===== src/rtl/prio_scan_encoder.sv =====
// Sequential priority encoder: captures a request vector and emits the index of
// every set bit, one per handshake beat, in priority order (zero vector -> one beat).
module prio_scan_encoder #(
  parameter int WIDTH     = 32,
  parameter bit MSB_FIRST = 1'b1,
  localparam int OUT_W    = $clog2(WIDTH)
) (
  input  logic             clk,
  input  logic             rst_n,
  input  logic             in_valid,
  output logic             in_ready,
  input  logic [WIDTH-1:0] in_vec,
  input  logic             abort,
  output logic             out_valid,
  input  logic             out_ready,
  output logic [OUT_W-1:0] out_idx,
  output logic             out_last,
  output logic             out_none,
  output logic             busy
);

  typedef enum logic [0:0] {
    IDLE = 1'b0,
    SCAN = 1'b1
  } state_t;

  localparam logic [WIDTH-1:0] ZERO_V = {WIDTH{1'b0}};
  localparam logic [WIDTH-1:0] ONE_V  = {{(WIDTH-1){1'b0}}, 1'b1};

  // Index of the highest-priority set bit; an empty vector encodes to 0.
  function automatic logic [OUT_W-1:0] prio_idx(input logic [WIDTH-1:0] v);
    logic [OUT_W-1:0] r;
    r = {OUT_W{1'b0}};
    if (MSB_FIRST) begin
      for (int i = 0; i < WIDTH; i++) begin
        if (v[i]) begin
          r = OUT_W'(i);
        end else begin
          r = r;
        end
      end
    end else begin
      for (int i = WIDTH - 1; i >= 0; i--) begin
        if (v[i]) begin
          r = OUT_W'(i);
        end else begin
          r = r;
        end
      end
    end
    return r;
  endfunction

  function automatic logic is_single(input logic [WIDTH-1:0] v);
    return (v != ZERO_V) && ((v & (v - ONE_V)) == ZERO_V);
  endfunction

  state_t           state_q, state_d;
  logic [WIDTH-1:0] pend_q,  pend_d;
  logic             zflag_q, zflag_d;
  // Index and last flag of the head beat, precomputed so outputs come from flops.
  logic [OUT_W-1:0] idx_q,   idx_d;
  logic             last_q,  last_d;

  // Next-state, pending-vector and head-beat computation.
  always_comb begin
    state_d = state_q;
    pend_d  = pend_q;
    zflag_d = zflag_q;
    case (state_q)
      IDLE: begin
        if (in_valid && !abort) begin
          pend_d  = in_vec;
          zflag_d = (in_vec == ZERO_V);
          state_d = SCAN;
        end else begin
          state_d = IDLE;
        end
      end
      SCAN: begin
        if (abort) begin
          pend_d  = ZERO_V;
          zflag_d = 1'b0;
          state_d = IDLE;
        end else if (out_ready) begin
          pend_d = pend_q & ~(ONE_V << idx_q);
          if (last_q) begin
            zflag_d = 1'b0;
            state_d = IDLE;
          end else begin
            state_d = SCAN;
          end
        end else begin
          state_d = SCAN;
        end
      end
      default: begin
        pend_d  = ZERO_V;
        zflag_d = 1'b0;
        state_d = IDLE;
      end
    endcase
    idx_d  = prio_idx(pend_d);
    last_d = is_single(pend_d) | zflag_d;
  end

  // State registers.
  always_ff @(posedge clk or negedge rst_n) begin
    if (!rst_n) begin
      state_q <= IDLE;
      pend_q  <= ZERO_V;
      zflag_q <= 1'b0;
      idx_q   <= {OUT_W{1'b0}};
      last_q  <= 1'b0;
    end else begin
      state_q <= state_d;
      pend_q  <= pend_d;
      zflag_q <= zflag_d;
      idx_q   <= idx_d;
      last_q  <= last_d;
    end
  end

  // Outputs depend only on registered state and abort; beat fields are zero when idle.
  always_comb begin
    busy      = (state_q == SCAN);
    in_ready  = (state_q == IDLE) & ~abort;
    out_valid = (state_q == SCAN) & ~abort;
    if (out_valid) begin
      out_idx  = idx_q;
      out_last = last_q;
      out_none = zflag_q;
    end else begin
      out_idx  = {OUT_W{1'b0}};
      out_last = 1'b0;
      out_none = 1'b0;
    end
  end

endmodule

===== config.mk =====
export PLATFORM = sky130hd
export DESIGN_NAME = prio_scan_encoder
export DESIGN_NICKNAME = d
export VERILOG_FILES = /design/src/rtl/prio_scan_encoder.sv
export SDC_FILE = /design/constraint.sdc
export NUM_CORES = 1
export LEC_CHECK = 0
export BUFFER_PORTS_ARGS = -buffer_cell sky130_fd_sc_hd__buf_2
export CAP_MARGIN = 25
export CORE_MARGIN = 3
export CORE_UTILIZATION = 35
export CTS_CLUSTER_SIZE = 30
export DETAILED_ROUTE_END_ITERATION = 16
export GPL_TIMING_DRIVEN = 1
export PLACE_DENSITY = 0.61
export SLEW_MARGIN = 0
export SYNTH_ARGS = -nofsm -noshare
export SYNTH_HDL_FRONTEND = slang
export SYNTH_SLANG_ARGS = --single-unit

===== constraint.sdc =====
create_clock -name clk -period 3.2 [get_ports clk]
set_input_delay 0.48 -clock clk [delete_from_list [all_inputs] [get_ports clk]]
set_output_delay 0.48 -clock clk [all_outputs]
set_load 0.01 [all_outputs]

======== After elaboration in Yosys (flattened, before gate mapping) ========
Cells that the tools add are included.
storage, ports and cells
  output and inout bits ................... 10
  input port bits ......................... 37
  word-level logic and storage cells ...... 69
  register bits after elaboration ......... 40
operators by class
  reductions and logical operators ........ 6
  add/subtract/negate cells ............... 1
  multiplexer cells ....................... 48
  bitwise logic cells ..................... 8
  shifts and indexed selects .............. 1
operators with widths
  cell                   number
  $mux 5                 31
  $mux 32                3
  $and 32x32->32         2
  $logic_not 32->1       2
  $pmux 32 s2            1
  $not 32->32            1
  $reduce_bool 32->1     1
  $shl 1x5->32 const A   1
  $sub 32x1->32 const B  1
  $mux 1                 11
  $pmux 1 s2             2
  $and 1x1->1            2
  $logic_and 1x1->1      2
  $not 1->1              2
  $logic_not 1->1        1
  $or 1x1->1             1

======== Logic depth before layout (Yosys ltp) ========
Gate-level depths: netlist of the first run.
  depth in word-level cells ............... 37
  gate-level depth with buffers ........... 14
  depth with buffers taken out ............ 10

======== Worst setup path after synthesis of the first run ========
No wires, ideal clock.
  path kind ............................... input -> register
  start ................................... input abort
  end ..................................... register last_q
  library setup time ...................... 0.095 ns
  cell stages on the path ................. 11
  buffers on the path ..................... 2
  path slack .............................. 0.183 ns
  arrival time ............................ 2.921 ns
  data required time ...................... 3.105 ns
  cell sequence ........................... buf_4 > nor3b_1 > mux2i_1 > a21oi_1 > nor4_4 > and4_1 > buf_6 > nand2_1 > a2111oi_2 > o2111ai_1 > o31ai_1
between the ends
  word-level cells in the longest chain between the ends .. 9
  elaborated cells on any way between the ends .. 14
  classes of those cells .................. add/sub: 1; mux: 6; bitwise: 2; reduce/logical: 5
RTL lines
  what                  RTL line  text
  start, declared       13        input logic abort,
  $logic_not 1->1       72        if (in_valid && !abort) begin
  $logic_and 1x1->1     72
  $mux 32               72
  $pmux 32 s2 *         70        case (state_q)
  named net pend_d[3]   59        logic [WIDTH-1:0] pend_q, pend_d;
  $sub 32x1->32         55        return (v != ZERO_V) && ((v & (v - ONE_V)) == ZERO_V);
  $and 32x32->32        55
  $logic_not 32->1      55
  $logic_and 1x1->1 *   55
  $or 1x1->1 *          104       last_d = is_single(pend_d) | zflag_d;
  named net last_d      63        logic last_q, last_d;
  end signal, assigned  120       last_q <= last_d;
  end, declared         63
The timed path passes the listed nets; every way through them passes the cells marked *.

======== Worst setup path after layout of the first run ========
  start ................................... register idx_q[4]
  end ..................................... register last_q
between the ends
  word-level cells in the longest chain between the ends .. 11
  elaborated cells on any way between the ends .. 12
  classes of those cells .................. add/sub: 1; shift: 1; mux: 3; bitwise: 4; reduce/logical: 3
RTL lines
  what                    RTL line  text
  start, declared         62        logic [OUT_W-1:0] idx_q, idx_d;
  start signal, assigned  113       idx_q <= {OUT_W{1'b0}};
  start signal, assigned  119       idx_q <= idx_d;
  $shl 1x5->32 *          86        pend_d = pend_q & ~(ONE_V << idx_q);
  $not 32->32 *           86
  $and 32x32->32 *        86
  $mux 32 *               85        end else if (out_ready) begin
  $mux 32 *               81        if (abort) begin
  $pmux 32 s2 *           70
  named net pend_d[0]     59
  $sub 32x1->32           55
  $and 32x32->32          55
  $logic_not 32->1        55
  $logic_and 1x1->1 *     55
  $or 1x1->1 *            104
  named net last_d        63
Marks and branches as above.

==> summary.txt, run 1 <==
Critical Path RT -> 3.41 ns
Crit. End Element -> register
Detailed router's first-iteration violation count -> 267
Wire per inst -> 19.51 um
Die Y -> 99.99 um
I/O pin total -> 47
GPL Wtd Cong -> 0.9237
Maximum Capacitance Violations -> 0
Initial core utilization -> 36.89%
Ys flop type -> dfrtp_1
Dpl hpwl -> 8283 um
Largest net degree at the start of global routing -> 41
Crit-path cells -> or4b_4 > o311ai_4 > o21ai_4 > nor4_4 > and4_4 > buf_6 > nand3b_1 > mux2i_1 > o221ai_1 > o31ai_1
Power share of the combinational group -> 45.9%
Vias -> 3304
TritonCTS clock tree -> built
Clk pwr share -> 18.3%
RSZ-0062 raised after global routing -> true
EDFF count, synth -> 0
Cell variety after synth -> 71
Critical Path AT -> 3.28 ns
Final net count -> 474
Hold Crit Class -> primary input to register
Total power -> 0.001820 W
Skew-Pair Late Insertion Delay -> 0.30 ns
Share of power burned in registers -> 35.8%
Total Wirelength -> 10570 um
Switching share of power -> 40.79%
CTS clk-pin slew, worst paths -> 0.08 ns
Worst slew pin tran -> 0.5730 ns
GRT Util Overall -> 21.38%
Ys async rst share -> 100.0%
Leak Pwr -> 1.739 nW
Inserted Clock Buffers -> 5
Syn Area/Cell -> 8.808 um^2
Syn Nets -> 388
Post-Syn Area -> 0.003092 mm^2
ANT cells -> 0
Layout cells sized above 1 -> 29.98%
Number of global-route vias before repair -> 3080
Residual DRC -> 0
Rel. slew slack -> 61.40%
Full die area -> 0.009997 mm^2
Synth top area cells -> dfrtp_1 32%, mux2i_1 6.2%, o211ai_1 3.2%
Post-Syn Instances -> 351
Sequential element share of the synthesized area -> 32.38%
DR vias/cell -> 6.096
Root cell of the clock tree -> clkbuf_8
VDD IR max -> 0.1989 mV
Final period util -> 95.90%
1st-pass router iterations -> 5
Seq cells post-synth -> 40
Sw Pwr -> 0.0007423 W
Top-area cell type share of the netlist area -> 32.38%
Internal power -> 0.001078 W
PD cells -> 473.8 mW/mm^2
Remaining Overflow, GRT -> 0
Pins Over Slew Limit -> 0
Clock Sinks -> 40
Worst-case clock buffer depth -> 2
Design Area, Final -> 0.003841 mm^2
Row cnt -> 33
Core area -> 0.008382 mm^2
Status -> finished clean
Area after DPL -> 0.003665 mm^2
PortBufs -> 46
Crit-path max FO -> 7
# setup viols final -> 0
Register-to-register setup slack -> 0.13 ns
Final hold vios -> 0
Initial antenna violation count -> 0
Post-route ant nets -> 0
Setup_tns -> 0 ns
Worst Setup Path Type -> register to register
Layout area overhead -> 24.24%
Global-route wire length before repair -> 16860 um
H-tree Lvls -> 2
Hold slack final -> 0.4068 ns
Worst path max stage delay -> 0.60 ns
YS warnings -> 0
Yosys top cell by area -> dfrtp_1
CP max-delay cell -> or4b_4
Die width -> 99.99 um
Post-route minimum period -> 3.069 ns
Final Skew -> 0.009995 ns
Fmax -> 325.8 MHz
Startpoint Class -> register
-- path summary, 6_finish.rpt --
kind                                from  cells past startpoint   endpoint
worst max-delay path            idx_q[4]                     10     last_q
worst min-delay path               abort                      2       busy
worst max register to register  idx_q[4]                     10     last_q
worst min register to register    last_q                      1       busy
max in group asynchronous          rst_n                      3   idx_q[0]
min in group asynchronous          rst_n                      2  pend_q[8]
-- registers in the layout, summed over array words and instances, names as in the netlist --
register  cells
busy          1
last_q        1
pend_q       32
zflag_q       1
idx_q         5
-- logic make-up (layout without fill, tap and decap cells) --
group / count (synthesis) / count (layout) / synth area share (%)
muxes: 20 / 20 / 6.515
buffers and inverters: 45 / 131 / 7.811
AOI/OAI and AO/OA: 104 / 104 / 25.09
DFF: 40 / 40 / 32.38
and+or+nand+nor: 142 / 142 / 28.21
-- placed cells by master (no fill, tap or decap), types with 6 or more instances in the layout --
cell type / instances
buf_4: 51
and3_1: 12
nand2_1: 22
nor3_1: 6
o211ai_1: 13
a21oi_1: 14
buf_2: 46
inv_1: 22
and2_1: 9
nor3b_1: 10
o21ai_0: 17
nand3_1: 11
o21ai_1: 8
nor4_1: 10
nor2_1: 25
mux2i_1: 19
dfrtp_1: 38
-- power groups by stage --
stage          clock (W)  combinational (W)  sequential [W]
2_1_floorplan          0           0.000497        0.000624
3_3_place_gp           0           0.000778        0.000656
3_5_place_dp           0           0.000784        0.000656
4_1_cts         0.000340           0.000789        0.000645
5_1_grt         0.000359           0.000911        0.000657
6_report        0.000334           0.000836        0.000651
-- cell usage after synthesis (4+ instances only) --
library cell	number
o311ai_0	5
dfrtp_1	40
nor3b_1	10
nand2b_1	4
nand2_1	22
nor4_1	11
a21oi_1	14
nor2_1	25
a311o_1	5
o21ai_0	17
and3_1	12
mux2i_1	19
and2_1	9
nand4_1	4
nor3_1	6
clkbuf_1	4
a31oi_1	4
o21ai_1	8
inv_1	22
buf_2	8
o211ai_1	13
nand3_1	11
-- timing repair --
action | 4_1_cts | 5_1_grt
hold buffers | 0 | 1
endpoints found under the hold margin | 0 | 2
setup endpoints to repair | 0 | 1
setup buffers | 0 | 4
gates resized for setup | 0 | 11
-- through the flow --
step / std cells / util (%) / worst slack, ns
final: 542 / 45.83 / 0.1311
after global routing: 542 / 45.83 / -0.04110
after CTS: 536 / 44.65 / 0.1132
after detailed placement: 529 / 43.72 / 0.04166
after global placement: 529 / 43.72 / 0.09954
after floorplan: 351 / - / 0.1831
-- worst max-delay path: cells and delay by family (launching register included) --
kind                   cells  cell delay, ns
AOI/OAI and AO/OA          4            0.81
and+or+nand+nor            4            1.40
buffers and inverters      1            0.12
muxes                      1            0.18
DFF                        1            0.46
-- layer usage --
| layer | part of all wire, % | vias up | GRT usage, % |
|---|---|---|---|
| met4 | 0.49 | 0 | 4.249 |
| met5 | 0 | - | 0 |
| met1 | 43 | 1614 | 30.78 |
| met2 | 48 | 170 | 34.68 |
| li1 | - | 1516 | - |
| met3 | 8.4 | 4 | 2.641 |
-- area by class of cell --
cell class | instances | area [um^2]
clock buffers | 6 | 72.57
well taps | 105 | 131.4
multi-input cells | 266 | 1884
inverters | 24 | 90.09
repair buffers | 100 | 654.4
flip-flops and latches | 40 | 1003
clock inverters | 1 | 5.005
fillers | 816 | 4541
No activity file was read; power rests on OpenSTA's default activity.
==> inputs of run 2 (changes only) <==
==> constraint.sdc (replaced) <==
create_clock -name clk -period 3.09 [get_ports clk]
set_input_delay 0.4635 -clock clk [delete_from_list [all_inputs] [get_ports clk]]
set_output_delay 0.4635 -clock clk [all_outputs]
set_load 0.01 [all_outputs]
==> run 2 against run 1 <==
Net effect:
- die area is the same
- sequential share of layout area decreased by 0.79 points
- utilization rose by 1.4 points
==> summary.txt, run 2 (synthesized netlist as in run 1, its figures left out) <==
Status -> finished clean (unchanged)
Biggest register -> pend_q (unchanged)
DR vias/cell -> 5.922 (was 6.096)
PortBufs -> 46 (unchanged)
Initial antenna violation count -> 0 (unchanged)
Top Registers -> pend_q: 32 flops, idx_q: 5 flops (unchanged)
Crit. End Element -> register (unchanged)
Maximum Capacitance Violations -> 0 (unchanged)
PD cells -> 514.1 mW/mm^2 (was 473.8 mW/mm^2)
Worst path buffer plus inverter count -> 2 (was 1)
Detailed router's first-iteration violation count -> 332 (was 267)
ANT cells -> 0 (unchanged)
Full die area -> 0.009997 mm^2 (unchanged)
Row cnt -> 33 (unchanged)
Final period util -> 99.29% (was 95.90%)
CTS clk-pin slew, worst paths -> 0.08 ns (about the same)
Leak Pwr -> 1.809 nW (was 1.739 nW)
Inserted Clock Buffers -> 5 (unchanged)
Skew-Pair Late Insertion Delay -> 0.29 ns (was 0.30 ns)
Critical Path RT -> 3.29 ns (was 3.41 ns)
GPL Wtd Cong -> 0.9439 (was 0.9237)
Dpl hpwl -> 8330 um (was 8283 um)
Initial core utilization -> 36.89% (unchanged)
Die Y -> 99.99 um (unchanged)
Dpl ws -> -0.04738 ns (was 0.04166 ns)
Root cell of the clock tree -> clkbuf_8 (unchanged)
Max reg flops -> 32 (unchanged)
Total power -> 0.002036 W (was 0.001820 W)
Global-route wire length before repair -> 16640 um (was 16860 um)
Most common cell after layout, fill and taps aside -> buf_4 (unchanged)
Total Wirelength -> 10660 um (was 10570 um)
Crit-path leading delay family -> simple AND/OR/NAND/NOR gates (unchanged)
Fill count -> 804 (was 816)
Post-route ant nets -> 0 (unchanged)
Layout area overhead -> 28.13% (was 24.24%)
RSZ-0062 raised after global routing -> true (unchanged)
Wire per inst -> 19.32 um (was 19.51 um)
Commonest non-fill, non-tap cells in the layout -> 61 x buf_4, 46 x buf_2, 38 x dfrtp_1, 25 x nor2_1 (was 51 x buf_4, 46 x buf_2, 38 x dfrtp_1, 25 x nor2_1)
Worst slew pin tran -> 0.5191 ns (was 0.5730 ns)
Startpoint Class -> register (unchanged)
Post-route minimum period -> 3.068 ns (was 3.069 ns)
Layout cells sized above 1 -> 31.77% (was 29.98%)
GRT Util Overall -> 21.25% (was 21.38%)
Largest net degree at the start of global routing -> 41 (unchanged)
Critical Path AT -> 3.27 ns (was 3.28 ns)
Remaining Overflow, GRT -> 0 (unchanged)
Core area -> 0.008382 mm^2 (unchanged)
Worst-case clock buffer depth -> 2 (unchanged)
Final hold vios -> 0 (unchanged)
Setup_tns -> 0 ns (unchanged)
Number of global-route vias before repair -> 3143 (was 3080)
# setup viols final -> 0 (unchanged)
Area after DPL -> 0.003740 mm^2 (was 0.003665 mm^2)
Crit-path max FO -> 7 (unchanged)
H-tree Lvls -> 2 (unchanged)
Residual DRC -> 0 (unchanged)
VDD IR max -> 0.1962 mV (was 0.1989 mV)
TritonCTS clock tree -> built (unchanged)
Crit-path cells -> and4bb_2 > nand3_1 > a311oi_4 > inv_2 > nor4_4 > and4_2 > buf_4 > nand3b_1 > mux2i_1 > o221ai_1 > o31ai_1 (was or4b_4 > o311ai_4 > o21ai_4 > nor4_4 > and4_4 > buf_6 > nand3b_1 > mux2i_1 > o221ai_1 > o31ai_1)
Hold Crit Class -> primary input to async pin (was primary input to register)
Final Skew -> 0.007375 ns (was 0.009995 ns)
Vias -> 3269 (was 3304)
Worst Setup Path Type -> register to register (unchanged)
CP max-delay cell -> dfrtp_2 (was or4b_4)
Final core occ -> 47.26% (was 45.83%)
Clock Sinks -> 40 (unchanged)
Die width -> 99.99 um (unchanged)
Final net count -> 483 (was 474)
Fmax -> 325.9 MHz (was 325.8 MHz)
Smallest setup slack after layout -> 0.02191 ns (was 0.1311 ns)
Design Area, Final -> 0.003961 mm^2 (was 0.003841 mm^2)
Rel. slew slack -> 65.03% (was 61.40%)
1st-pass router iterations -> 6 (was 5)
Worst path max stage delay -> 0.46 ns (was 0.60 ns)
I/O pin total -> 47 (unchanged)
Pins Over Slew Limit -> 0 (unchanged)
[run 2: changes by cell type in the layout (fill, tap and decap cells not counted), sizes merged]
cell / change
bufinv: +1
clkbuf: +1
buf: +9
clkinv: -1
[run 2: per-stage QoR]
| stage | instances | hold WS (ns) |
|---|---|---|
| final | 552 | 0.4984 |
| after global routing | 552 | 0.5086 |
| after CTS | 547 | 0.3322 |
| after detailed placement | 539 | 0.5522 |
| after global placement | 539 | 0.5295 |
| after floorplan | 351 | 0.1679 |
[run 2: metal layers]
metal	GRT usage, %	vias to the layer above	wire length, um	part of all wire (%)
met1	29.93	1538	4686	44
met5	0	-	0	0
met4	6.943	0	225	2.1
met3	4.100	25	786	7.4
li1	-	1535	-	-
met2	32.84	171	4964	47
[run 2: worst paths after layout]
kind,from,to,slack [ns],depth (start not counted)
min in group clk,last_q,busy,0.56,1
max in group asynchronous,rst_n,idx_q[4],2.17,3
min,rst_n,pend_q[10],0.50,2
min reg2reg,last_q,busy,0.56,1
max reg2reg,idx_q[0],last_q,0.02,11
max,idx_q[0],last_q,0.02,11
[run 2: final cells by class]
cell class / instances / area (um^2) / share of cell area (%)
clock inverters: 1 / 30.03 / 0.7581
flip-flops and latches: 40 / 1003 / 25.33
clock buffers: 7 / 96.34 / 2.432
multi-input cells: 266 / 1892 / 47.76
well taps: 105 / 131.4 / 3.316
inverters: 24 / 90.09 / 2.274
repair buffers: 109 / 718.2 / 18.13
[run 2: report_power, final]
| group | leakage, nW | switching [W] | internal, W |
|---|---|---|---|
| sequential | 0.507 | 0.0000745 | 0.000599 |
| combinational | 1.24 | 0.000508 | 0.000383 |
| clock | 0.0645 | 0.000187 | 0.000285 |
[run 2: repair_timing]
item                                   in CTS  in global routing
setup endpoints to repair                   0                  1
endpoints found under the hold margin       0                  3
hold buffers                                0                  1
gates resized for setup                     0                 10
setup buffers                               0                  3
==> inputs of run 3 (changes only) <==
==> constraint.sdc (replaced) <==
create_clock -name clk -period 3.09 [get_ports clk]
set_input_delay 0.4635 -clock clk [delete_from_list [all_inputs] [get_ports clk]]
set_output_delay 0.4635 -clock clk [all_outputs]
set_load 0.05 [all_outputs]
==> run 3 against run 2 <==
Net effect:
- critical endpoint unchanged
- final cell count is 0.91% higher
- clock skew fell by 0.0018 ns
- final area barely moved
- largest power group unchanged
- utilization about the same
- non-clock buffer count up 5
- global-route usage decreased by 0.22 points
- first-iteration DRC count is 25% lower
==> summary.txt, run 3 (synthesized netlist as in run 1, its figures left out) <==
1st-pass router iterations -> 5 (was 6)
Hold slack final -> 0.4868 ns (was 0.4984 ns)
Post-route ant nets -> 0 (unchanged)
Vias -> 3305 (was 3269)
Post-route minimum period -> 3.023 ns (was 3.068 ns)
Smallest setup slack after layout -> 0.06732 ns (was 0.02191 ns)
Final period util -> 97.82% (was 99.29%)
Critical Path RT -> 3.29 ns (about the same)
PD cells -> 501.9 mW/mm^2 (was 514.1 mW/mm^2)
Core area -> 0.008382 mm^2 (unchanged)
Layout cells sized above 1 -> 32.52% (was 31.77%)
Skew-Pair Late Insertion Delay -> 0.30 ns (was 0.29 ns)
Fill count -> 806 (was 804)
Crit-path cells -> or4b_4 > o311ai_4 > o21ai_4 > nor4_4 > and4_4 > nand2_1 > a2111oi_2 > o2111ai_1 > o31ai_1 (was and4bb_2 > nand3_1 > a311oi_4 > inv_2 > nor4_4 > and4_2 > buf_4 > nand3b_1 > mux2i_1 > o221ai_1 > o31ai_1)
Clock Sinks -> 40 (unchanged)
Max reg flops -> 32 (unchanged)
Dpl hpwl -> 8105 um (was 8330 um)
Final net count -> 488 (was 483)
Largest net degree at the start of global routing -> 41 (unchanged)
Critical Path AT -> 3.23 ns (was 3.27 ns)
H-tree Lvls -> 2 (unchanged)
TritonCTS clock tree -> built (unchanged)
Placed Cells -> 542 (was 539)
CTS clk-pin slew, worst paths -> 0.08 ns (about the same)
Total Wirelength -> 10500 um (was 10660 um)
Most common cell after layout, fill and taps aside -> buf_4 (unchanged)
Leak Pwr -> 1.813 nW (was 1.809 nW)
Rel. slew slack -> 61.03% (was 65.03%)
GRT Util Overall -> 21.02% (was 21.25%)
Grt peak-use layer -> met2 (unchanged)
Dpl ws -> 0.007267 ns (was -0.04738 ns)
Status -> finished clean (unchanged)
Maximum Capacitance Violations -> 0 (unchanged)
Detailed router's first-iteration violation count -> 250 (was 332)
Die width -> 99.99 um (unchanged)
Met3 usage -> 2.988% (was 4.100%)
Final hold vios -> 0 (unchanged)
Die Y -> 99.99 um (unchanged)
GPL Wtd Cong -> 0.8862 (was 0.9439)
Total power -> 0.001989 W (was 0.002036 W)
Met2 Use GR -> 33.04% (was 32.84%)
Finished Layout Cells -> 557 (was 552)
I/O pin total -> 47 (unchanged)
RSZ-0062 raised after global routing -> true (unchanged)
PortBufs -> 46 (unchanged)
Top Registers -> pend_q: 32 flops, idx_q: 5 flops (unchanged)
Startpoint Class -> register (unchanged)
DR vias/cell -> 5.934 (was 5.922)
Final Skew -> 0.005573 ns (was 0.007375 ns)
Worst slew pin tran -> 0.5785 ns (was 0.5191 ns)
Fmax -> 330.8 MHz (was 325.9 MHz)
Initial antenna violation count -> 0 (unchanged)
Crit-path max FO -> 5 (was 7)
Worst Setup Path Type -> register to register (unchanged)
Biggest register -> pend_q (unchanged)
Worst path max stage delay -> 0.58 ns (was 0.46 ns)
VDD IR max -> 0.1773 mV (was 0.1962 mV)
Residual DRC -> 0 (unchanged)
ANT cells -> 0 (unchanged)
Wire per inst -> 18.85 um (was 19.32 um)
# setup viols final -> 0 (unchanged)
Pins Over Slew Limit -> 0 (unchanged)
Inserted Clock Buffers -> 5 (unchanged)
Row cnt -> 33 (unchanged)
Hold Crit Class -> primary input to async pin (unchanged)
Worst-case clock buffer depth -> 2 (unchanged)
Met1 Usage GRT -> 30.40% (was 29.93%)
Crit. End Element -> register (unchanged)
Root cell of the clock tree -> clkbuf_8 (unchanged)
Remaining Overflow, GRT -> 0 (unchanged)
Final core occ -> 47.28% (was 47.26%)
Number of global-route vias before repair -> 3177 (was 3143)
Commonest non-fill, non-tap cells in the layout -> 65 x buf_4, 46 x buf_2, 36 x dfrtp_1, 25 x nor2_1 (was 61 x buf_4, 46 x buf_2, 38 x dfrtp_1, 25 x nor2_1)
CP max-delay cell -> or4b_4 (was dfrtp_2)
Full die area -> 0.009997 mm^2 (unchanged)
Global-route wire length before repair -> 16790 um (was 16640 um)
Layout area overhead -> 28.17% (was 28.13%)
Initial core utilization -> 36.89% (unchanged)
run 3: cell types whose count changed in the layout (fill, tap and decap cells not counted), sizes merged:
cell	previous run	this run
bufinv	1	0
buf	108	113
clkbuf	7	8
run 3: cell type report:
class                           count  area (um^2)  area share, %
Clock buffer                        8        90.09          2.273
Inverter                           24        90.09          2.273
Multi-Input combinational cell    266         1886          47.58
Sequential cell                    40         1006          25.39
Tap cell                          105        131.4          3.315
Timing Repair Buffer              114        759.5          19.17
run 3: what timing repair did:
action / in CTS / in global routing
gates resized for setup: 0 / 12
hold endpoints to repair: 0 / 2
setup buffers: 0 / 5
hold buffers: 0 / 1
setup endpoints to repair: 0 / 1
run 3: power breakdown:
part	switching [W]	internal (W)	leakage, nW
combinational	0.000532	0.000405	1.26
clock	0.000195	0.000183	0.0455
sequential	0.0000749	0.000600	0.505
run 3: path summary, 6_finish.rpt:
check                         start  slack [ns]         to  cells after the start
max                        idx_q[1]        0.07     last_q                      9
min                           rst_n        0.49  pend_q[1]                      2
max reg2reg                idx_q[1]        0.07     last_q                      9
min reg2reg                  last_q        0.55       busy                      1
max in group asynchronous     rst_n        2.16   idx_q[0]                      3
min in group clk             last_q        0.55       busy                      1
run 3: critical path: cells and delay by family (launching register included):
kind             cells  cell delay [ns]
AO/OA/AOI/OAI        5             1.16
AND/OR/NAND/NOR      4             1.32
flip-flops           1             0.45
run 3: per-layer routing:
| layer | vias up | wire (um) |
|---|---|---|
| met1 | 1622 | 4756 |
| met4 | 0 | 158 |
| met2 | 126 | 4959 |
| met5 | - | 0 |
| met3 | 16 | 622 |
| li1 | 1541 | - |
run 3: per-stage QoR:
step	cell area, um^2	setup TNS [ns]
6_report	3963	0
2_1_floorplan	3094	0
3_5_place_dp	3764	0
3_3_place_gp	3764	0
4_1_cts	3854	0
5_1_grt	3963	-0.07630
